File: src/rtl/pipe_skid_reg_pkg.sv
// Shared types for the skid-buffered pipeline stage: occupancy width and
// the state decode used by assertions and debug.
package pipe_pkg;

    localparam int OCC_W = 2;

    typedef enum logic [1:0] {PS_EMPTY, PS_ONE, PS_FULL} pipe_state_t;

    // The skid-only encoding is illegal; it decodes as ONE, so any state
    // check must also look at the raw valid bits.
    function automatic pipe_state_t decode_state(input logic main_v, input logic skid_v);
        if (main_v && skid_v) return PS_FULL;
        if (main_v || skid_v) return PS_ONE;
        return PS_EMPTY;
    endfunction

endpackage

File: src/rtl/pipe_skid_reg_slot.sv
// One storage slot of the skid stage: an enable-gated data register plus its
// valid flop. A clear returns both to their reset state.
module skid_slot
    import pipe_pkg::*;
#(
    parameter int               WIDTH       = 64,
    parameter logic [WIDTH-1:0] RESET_VALUE = '0
) (
    input  logic             i_clk,
    input  logic             i_rst_n,
    input  logic             i_clear,
    input  logic             i_load,
    input  logic [WIDTH-1:0] i_data,
    input  logic             i_vclr,
    output logic [WIDTH-1:0] o_data,
    output logic             o_valid
);

    logic [WIDTH-1:0] r_data;
    logic             r_valid;

    // Load wins over valid-clear so a pop with a simultaneous refill stays valid.
    always_ff @(posedge i_clk or negedge i_rst_n) begin
        if (!i_rst_n) begin
            r_data  <= RESET_VALUE;
            r_valid <= 1'b0;
        end else if (i_clear) begin
            r_data  <= RESET_VALUE;
            r_valid <= 1'b0;
        end else begin
            if (i_load) begin
                r_data <= i_data;
            end
            if (i_load) begin
                r_valid <= 1'b1;
            end else if (i_vclr) begin
                r_valid <= 1'b0;
            end
        end
    end

    assign o_data  = r_data;
    assign o_valid = r_valid;

endmodule

File: src/rtl/pipe_skid_reg.sv
// Two-entry skid-buffered pipeline register with valid/ready handshake, flush
// and occupancy report. in_ready comes straight from the skid valid flop.
module pipe_skid_reg
    import pipe_pkg::*;
#(
    parameter int               WIDTH       = 64,
    parameter logic [WIDTH-1:0] RESET_VALUE = '0
) (
    input  logic             clk,
    input  logic             reset,
    input  logic             in_valid,
    input  logic [WIDTH-1:0] in_data,
    output logic             in_ready,
    output logic             out_valid,
    output logic [WIDTH-1:0] out_data,
    input  logic             out_ready,
    input  logic             flush,
    output logic [OCC_W-1:0] occupancy
);

    if (WIDTH < 1) begin : g_bad_width
        $error("pipe_skid_reg: WIDTH must be > 0");
    end

    logic             w_main_valid;
    logic             w_skid_valid;
    logic [WIDTH-1:0] w_skid_data;
    logic             w_acc;
    logic             w_pop;
    logic             w_main_load;
    logic [WIDTH-1:0] w_main_din;
    logic             w_skid_load;
    pipe_state_t      w_state;

    assign w_acc = in_valid && in_ready;
    assign w_pop = out_valid && out_ready;

    // acc and a valid skid are mutually exclusive, so the skid always has
    // priority as the main-slot source when it holds data.
    assign w_main_load = (w_acc && (!w_main_valid || w_pop)) || (w_skid_valid && w_pop);
    assign w_main_din  = w_skid_valid ? w_skid_data : in_data;
    assign w_skid_load = w_acc && w_main_valid && !w_pop;

    skid_slot #(
        .WIDTH       (WIDTH),
        .RESET_VALUE (RESET_VALUE)
    ) u_main (
        .i_clk   (clk),
        .i_rst_n (reset),
        .i_clear (flush),
        .i_load  (w_main_load),
        .i_data  (w_main_din),
        .i_vclr  (w_pop),
        .o_data  (out_data),
        .o_valid (w_main_valid)
    );

    skid_slot #(
        .WIDTH       (WIDTH),
        .RESET_VALUE (RESET_VALUE)
    ) u_skid (
        .i_clk   (clk),
        .i_rst_n (reset),
        .i_clear (flush),
        .i_load  (w_skid_load),
        .i_data  (in_data),
        .i_vclr  (w_pop),
        .o_data  (w_skid_data),
        .o_valid (w_skid_valid)
    );

    assign in_ready  = !w_skid_valid;
    assign out_valid = w_main_valid;
    assign occupancy = {1'b0, w_main_valid} + {1'b0, w_skid_valid};
    assign w_state   = decode_state(w_main_valid, w_skid_valid);

    a_no_skid_only : assert property (@(posedge clk) disable iff (!reset)
        !w_skid_valid || (w_state == PS_FULL));

endmodule

File: config.mk
export PLATFORM = sky130hd
export DESIGN_NAME = pipe_skid_reg
export DESIGN_NICKNAME = d
export VERILOG_FILES = /design/src/rtl/pipe_skid_reg_pkg.sv /design/src/rtl/pipe_skid_reg_slot.sv /design/src/rtl/pipe_skid_reg.sv
export SDC_FILE = /design/constraint.sdc
export NUM_CORES = 1
export LEC_CHECK = 0
export ABC_AREA = 1
export CAP_MARGIN = 10
export CORE_UTILIZATION = 45
export DETAILED_ROUTE_END_ITERATION = 16
export HOLD_SLACK_MARGIN = 0.05
export PLACE_DENSITY = 0.81
export SLEW_MARGIN = 15
export SYNTH_ARGS = -nofsm -noshare
export SYNTH_HDL_FRONTEND = slang
export SYNTH_HIERARCHICAL = 1
export SYNTH_SLANG_ARGS = --single-unit
File: constraint.sdc
create_clock -name clk -period 1.6 [get_ports clk]
set_input_delay 0.32 -clock clk [delete_from_list [all_inputs] [get_ports clk]]
set_output_delay 0.32 -clock clk [all_outputs]
set_load 0.02 [all_outputs]
==> run summary, run 1 <==
The master of the slowest instance on the critical path is dfrtp_2. The simple-gate share of the synthesized area came out at 0.391. The parity-gate share of the synthesized area counting xor and xnor cells came out at 0. The floorplan has 42 rows. The multiplexer fraction of the synthesized cell area came out at 0. Entering global routing, the biggest net connects 41 pins. Ranked by total cell area, the synthesized netlist is headed by dfrtp_1, nand2_1, nand3_1. The part of the cycle the worst path needs is 0.998.

The final weighted congestion of routability-driven global placement came out at 0.779. The share of total power dissipated in combinational logic is 0.155. The fraction of post-synthesis cell area in the top cell type by area is 0.529. Leaving out fill and tap cells, the most frequent cell in the layout is nand2_1.

The share of the synthesized area in compound gates (AO/OA/AOI/OAI) is 0. The register share of total power is 0.406. The horizontal die dimension came out at 119 um. The height of the die is 119 um. The number of max-cap violations is 0. The count of pins over their slew limit was 0.

For this run, design rule violations remaining after detail routing come to 0. The number of antenna diodes in the final layout is 0. STA classifies the critical path endpoint as an output port. The share of the Yosys chip area taken by registers is 0.529. The library cells used most frequently in the layout, excluding fill and tap cells, are nand2_1, dfrtp_1, nand3_1. Counting every sink on the clock net gives 130.

The total routing usage reported by global routing came out at 0.225. The part of the power in the clock network is 0.440. The overall power after layout came out at 8.82 mW. Port buffering added 136 buffers. During I/O placement, the number of pins put on the boundary was 137. For this run, the detailed router's first-pass iteration total came to 5. The cell count after synthesis came out at 785. Of the total synthesized cell area, the portion taken by full adders, half adders and majority gates is 0.00204.

The synthesized design spends more area on one cell type than any other, namely dfrtp_1. The mapped cell area came out at 6150 um^2. VDD sags by at most 0.609 mV. The total number of H-tree levels is 4. The maximum buffer depth of the clock tree is 2. The count of endpoints failing setup in the final report is 0. The power per standard cell area is 1070 nW/um^2. The clock root buffer is clkbuf_16.

The number of placed instances with taps included came out at 1067. The area of the die came out at 14100 um^2. The remaining max-slew budget at the tightest pin is 0.736.

The critical path startpoint category is a flop. The origin of the critical flop-to-flop path is u_skid/o_valid. In the final layout, the share of cells above drive strength 1 is 0.0756. The synthesized area divided by synthesized cell count came out at 7.83 um^2. The floorplan core area came out at 13300 um^2. The TritonCTS buffer count is 17. The total number of yosys warnings is 6. The worst stage delay on the critical path came out at 470 ps.

Walking the worst path, the cells encountered are ha_4 > buf_6. The switching share of power came out at 0.259. Global routing finished with a remaining overflow of 0. The remaining number of nets flagged by the antenna check after routing came out at 0. Synthesis inferred 130 register bits. The number of nets at the end of the flow came out at 983. The flow ran to the end, and the final reports show no timing, DRC or antenna violations. The vias after detailed routing came out at 5497. The violation count after the first detailed-routing iteration is 488. The non-filler instance count after layout came out at 1102. The starting density of the core came out at 0.462.

The synthesized netlist contains 11 unique library cells. Setup repair after global routing could not meet its margin everywhere. The net switching component of the power is 2.28 mW. The most critical setup path has its startpoint at u_skid/o_valid. The largest fanout on the critical path came out at 5. The worst setup path is of the reg -> out kind. The final critical delay including setup and external delays is 1600 ps.

The path class of the tightest hold or removal check is in -> async. The number of global-route vias before repair came out at 5288. Using the TritonRoute via totals, the vias-per-cell ratio works out to 4.99. Clock-pin slew was measured on the worst setup and hold paths at 50 ps. Derived from the worst setup path, the maximum achievable clock frequency is 626 MHz. The slew at the pin closest to its max-slew limit is 396 ps. Data arrives at the worst endpoint at 1280 ps. The data required time of the critical path came out at 1280 ps.

The final-layout setup total negative slack is 0 ps. The internal power is 6.54 mW. The leakage power figure came out at 4.69 nW. The net count of the mapped netlist came out at 855. The number of hold violations in the final report came to 0.

The global-route wire length before repair came out at 24900 um. The CTS tree is built. Relative to the synthesized area, the layout overhead comes to 33.8%. The initial antenna violation count came out at 0. The total half-perimeter wirelength after legalization and detailed placement is 9480 um. The final routed wire length divided by cell count came out at 13.7 um.

The largest clock skew in the final design came out at 4.09 ps. The worst hold margin is 387 ps. The latest clock arrival within the worst-skew pair came out at 420 ps. The total detailed-routing wirelength is 15100 um. After synthesis, the largest family of logic cells by area is simple AND/OR/NAND/NOR gates.
final timing paths:
path | depth (start not counted) | end | slack, ps
min in group clk | 2 | u_main/o_data[35] | 460
worst max register to register | 8 | u_main/o_data[9] | 120
worst max-delay path | 2 | occupancy[0] | 3
worst min-delay path | 2 | u_main/o_data[51] | 390
max in group asynchronous | 3 | u_skid/o_data[60] | 690
worst min register to register | 2 | u_main/o_data[35] | 460
power by group through the flow:
stage | Combinational, mW | Sequential, mW | Clock [mW]
after floorplan | 0.584 | 3.78 | 0
after global placement | 1.42 | 3.63 | 0
after detailed placement | 1.44 | 3.63 | 0
after CTS | 1.35 | 3.57 | 3.94
after global routing | 1.49 | 3.60 | 4.11
final | 1.36 | 3.58 | 3.88
per-layer routing:
metal	GRT usage	up-vias	share of wire	routed length (um)
li1	-	2719	-	-
met1	0.287	2546	0.44	6590
met2	0.371	208	0.48	7220
met3	0.0570	24	0.066	995
met4	0.0783	0	0.017	250
met5	0	-	0	0
synth_stat cells (all sizes together):
library cell and count:
nand3 128, nand2 460, inv 6, buf 54
ha 1, nor2 6, dfrtp 130
state kept, by name (all words and copies together) (netlist names):
signal / flops
u_main/o_data: 64
u_skid/o_data: 64
u_main/o_valid: 1
u_skid/o_valid: 1
final cells by class:
type	instances	area [um^2]
fill	1169	5070
timing repair buffer	163	1690
clock buffer	21	460
clock inverter	11	135
tap	176	220
inverter	6	22.5
multi-input combinational	595	2440
sequential	130	3250
kinds of logic after synthesis:
group,count (synthesis)
DFF,130
adders and majority gates,1
and+or+nand+nor,594
buffers and inverters,60
through the flow:
step	worst slack [ps]	instance area (um^2)	util
2_1_floorplan	139	6150	-
3_3_place_gp	-48.7	7650	0.576
3_5_place_dp	-92.4	7650	0.576
4_1_cts	-32.6	8170	0.615
5_1_grt	-27.5	8230	0.619
6_report	3.19	8230	0.619
what timing repair did:
item,4_1_cts,5_1_grt
gates resized for setup,77,8
hold buffers,1,0
setup endpoints to repair,132,67
buffers inserted,0,1
pin swaps,0,1
gates cloned,0,1
hold endpoints to repair,34,0
worst max-delay path, delay by kind of cell (launching register included):
kind,cells,cell delay (ps)
adders and majority gates,1,290
DFF,1,470
buffers and inverters,1,100
No activity file was read; power rests on OpenSTA's default activity.
==> run 2, diff against run 1 <==
--- a/config.mk
+++ b/config.mk
@@ -11,6 +11,7 @@
 export DETAILED_ROUTE_END_ITERATION = 16
 export HOLD_SLACK_MARGIN = 0.05
 export PLACE_DENSITY = 0.81
+export SKIP_CTS_REPAIR_TIMING = 1
 export SLEW_MARGIN = 15
 export SYNTH_ARGS = -nofsm -noshare
 export SYNTH_HDL_FRONTEND = slang
==> run summary, run 2 (synthesized netlist as in run 1, its figures left out) <==
The latest clock arrival within the worst-skew pair is 430 ps (was 420 ps). The CTS tree was built (unchanged). The data arrival time of the critical path came out at 1330 ps (was 1280 ps). The register share of total power came out at 0.395 (was 0.406). The data required time of the critical path came out at 1280 ps (about the same).

The worst hold path class was in -> async (unchanged). The final weighted congestion of routability-driven global placement is 0.779 (unchanged). The total number of placement rows is 42 (unchanged). The checks that failed: setup timing. The number of diodes came to 0 (unchanged). The number of max-cap violations was 0 (unchanged). The remaining max-slew budget at the tightest pin came out at 0.739 (was 0.736). The height of the die came out at 119 um (unchanged). Unrepaired setup endpoints after global routing: yes (unchanged). The TritonCTS buffer count came out at 17 (unchanged). Outcome: complete, but fails checks (was completed). Leading cell types in the layout, fill and taps excluded: nand2_1, dfrtp_1, nand3_1 (unchanged).

The total half-perimeter wirelength after legalization and detailed placement came out at 9480 um (unchanged). The share of cells above drive strength 1 came out at 0.114 (was 0.0756). The area of the die came out at 14100 um^2 (unchanged). The logic gate share of total power came out at 0.175 (was 0.155). The number of hold violations in the final report came out at 0 (unchanged). The worst stage delay on the critical path is 450 ps (was 470 ps).

The number of buffer and inverter instances along the worst setup path is 1 (unchanged). The final critical delay including setup and external delays came to 1650 ps (was 1600 ps). The number of nets at the end of the flow came to 995 (was 983). The fmax came out at 607 MHz (was 626 MHz). The switching share of power was 0.263 (was 0.259). The power per standard cell area came to 1030 nW/um^2 (was 1070 nW/um^2).

The endpoint type of the worst setup path is an output port (unchanged). The global-route wire length before repair came out at 24800 um (was 24900 um). The floorplan core area came out at 13300 um^2 (unchanged). The final-layout setup total negative slack is -48.0 ps (was 0 ps). The detailed-route vias per instance came out at 5.14 (was 4.99). The number of global-route vias before repair is 5278 (was 5288). The remaining number of nets flagged by the antenna check after routing came out at 0 (unchanged). The sink count of the clock tree came out at 130 (unchanged). The vias after detailed routing came to 5721 (was 5497).

The I/O pin count is 137 (unchanged). The utilization after layout came out at 0.661 (was 0.619). The critical path startpoint category is a flop (unchanged). The initial antenna violation count came out at 0 (unchanged). The slew at the pin closest to its max-slew limit was 392 ps (was 396 ps). The total number of H-tree levels came out at 4 (unchanged). The part of the power in the clock network came out at 0.430 (was 0.440).

The residual DRC count came out at 0 (unchanged). The internal power came out at 6.70 mW (was 6.54 mW). The largest fanout on the critical path is 5 (unchanged). The leakage power figure came out at 5.65 nW (was 4.69 nW). Cells traversed along the worst timing path: ha_1 > buf_2 (was ha_4 > buf_6).

The part of the cycle the worst path needs is 1.03 (was 0.998). The net switching component of the power is 2.39 mW (was 2.28 mW). The layout overhead on the synthesized area came to 43.0% (was 33.8%). The maximum buffer depth of the clock tree was 2 (unchanged). The placed instance area was 7650 um^2 (unchanged). The clock root buffer is clkbuf_16 (unchanged). The largest clock skew in the final design is 7.88 ps (was 4.09 ps). The count of fill cells added during filler insertion came out at 1046 (was 1169). The violation count after the first detailed-routing iteration is 495 (was 488). The total congestion overflow after global routing came to 0 (unchanged).

The master of the slowest instance on the critical path was dfrtp_2 (unchanged). The critical path class is reg -> out (unchanged). The most common cell after layout, fill and taps aside was nand2_1 (unchanged). The largest delay contributor family on the critical path is flip-flops (unchanged).

The final routed wire length divided by cell count came out at 15.1 um (was 13.7 um). The number of iterations in the first detailed-routing pass came out at 6 (was 5). The final design area excluding fillers is 8790 um^2 (was 8230 um^2). The horizontal die dimension is 119 um (unchanged). The total routing usage reported by global routing was 0.224 (was 0.225). The count of endpoints failing setup in the final report came out at 1 (was 0). The starting density of the core is 0.462 (unchanged). The largest net degree at the start of global routing came to 41 (unchanged). The setup slack of the critical path after layout is -48.0 ps (was 3.19 ps). The maximum VDD drop is 0.618 mV (was 0.609 mV). The number of port buffers came to 136 (unchanged). The post-CTS clock slew at the launch and capture registers of the worst setup and hold paths came out at 50 ps (about the same). The total detailed-routing wirelength is 16800 um (was 15100 um). The count of pins over their slew limit came out at 0 (unchanged).
-- run 2: changes by cell type in the layout (fill, tap and decap cells not counted), moves of 3 or more --
cell / delta
buf_8: +3
nand2_2: +24
dlygate4sd2_1: -64
dlymetal6s2s_1: +66
nand2_1: -27
nand2_4: +3
clkbuf_16: +6
-- run 2: final timing paths --
kind,startpoint,endpoint,slack (ps),cells past startpoint
setup / recovery,u_skid/o_valid,occupancy[0],-50,2
hold / removal,reset,u_main/o_data[51],380,2
setup reg to reg,u_main/o_valid,u_main/o_data[27],20,10
hold reg to reg,u_main/o_data[20],u_main/o_data[20],460,2
max in group asynchronous,reset,u_skid/o_data[17],680,3
min in group clk,u_main/o_data[20],u_main/o_data[20],460,2
-- run 2: metrics by stage --
step	setup WS [ps]	std cells	total power, mW	hold WS (ps)
4_1_cts	-467	1099	8.97	-183
5_1_grt	-82.2	1114	9.42	413
3_3_place_gp	-48.7	1067	5.05	262
6_report	-48.0	1114	9.08	379
3_5_place_dp	-92.4	1067	5.07	267
2_1_floorplan	139	785	4.37	24.4
-- run 2: cell type report --
type | instances | area (um^2) | share of cell area
tap | 176 | 220 | 0.0250
inverter | 6 | 22.5 | 0.00256
multi-input combinational | 595 | 2510 | 0.286
timing repair buffer | 175 | 2190 | 0.249
clock buffer | 21 | 460 | 0.0524
clock inverter | 11 | 135 | 0.0154
sequential | 130 | 3250 | 0.370
-- run 2: routing by layer --
metal / share of wire / GRT usage / routed length [um] / vias to the layer above
met5: 0 / 0 / 0 / -
met4: 0.015 / 0.0775 / 254 / 0
met3: 0.071 / 0.0570 / 1190 / 28
met2: 0.49 / 0.370 / 8190 / 255
met1: 0.43 / 0.287 / 7150 / 2688
li1: - / - / - / 2750
-- run 2: worst reg2reg max path, delay by kind of cell, from the launching register on --
kind | cells | cell delay [ps]
DFF | 1 | 400
buffers and inverters | 4 | 560
and+or+nand+nor | 6 | 550
-- run 2: power groups by stage --
stage	Combinational [mW]	Sequential, mW	Clock, mW
2_1_floorplan	0.584	3.78	0
6_report	1.59	3.59	3.91
4_1_cts	1.44	3.58	3.94
5_1_grt	1.71	3.61	4.10
3_3_place_gp	1.42	3.63	0
3_5_place_dp	1.44	3.63	0
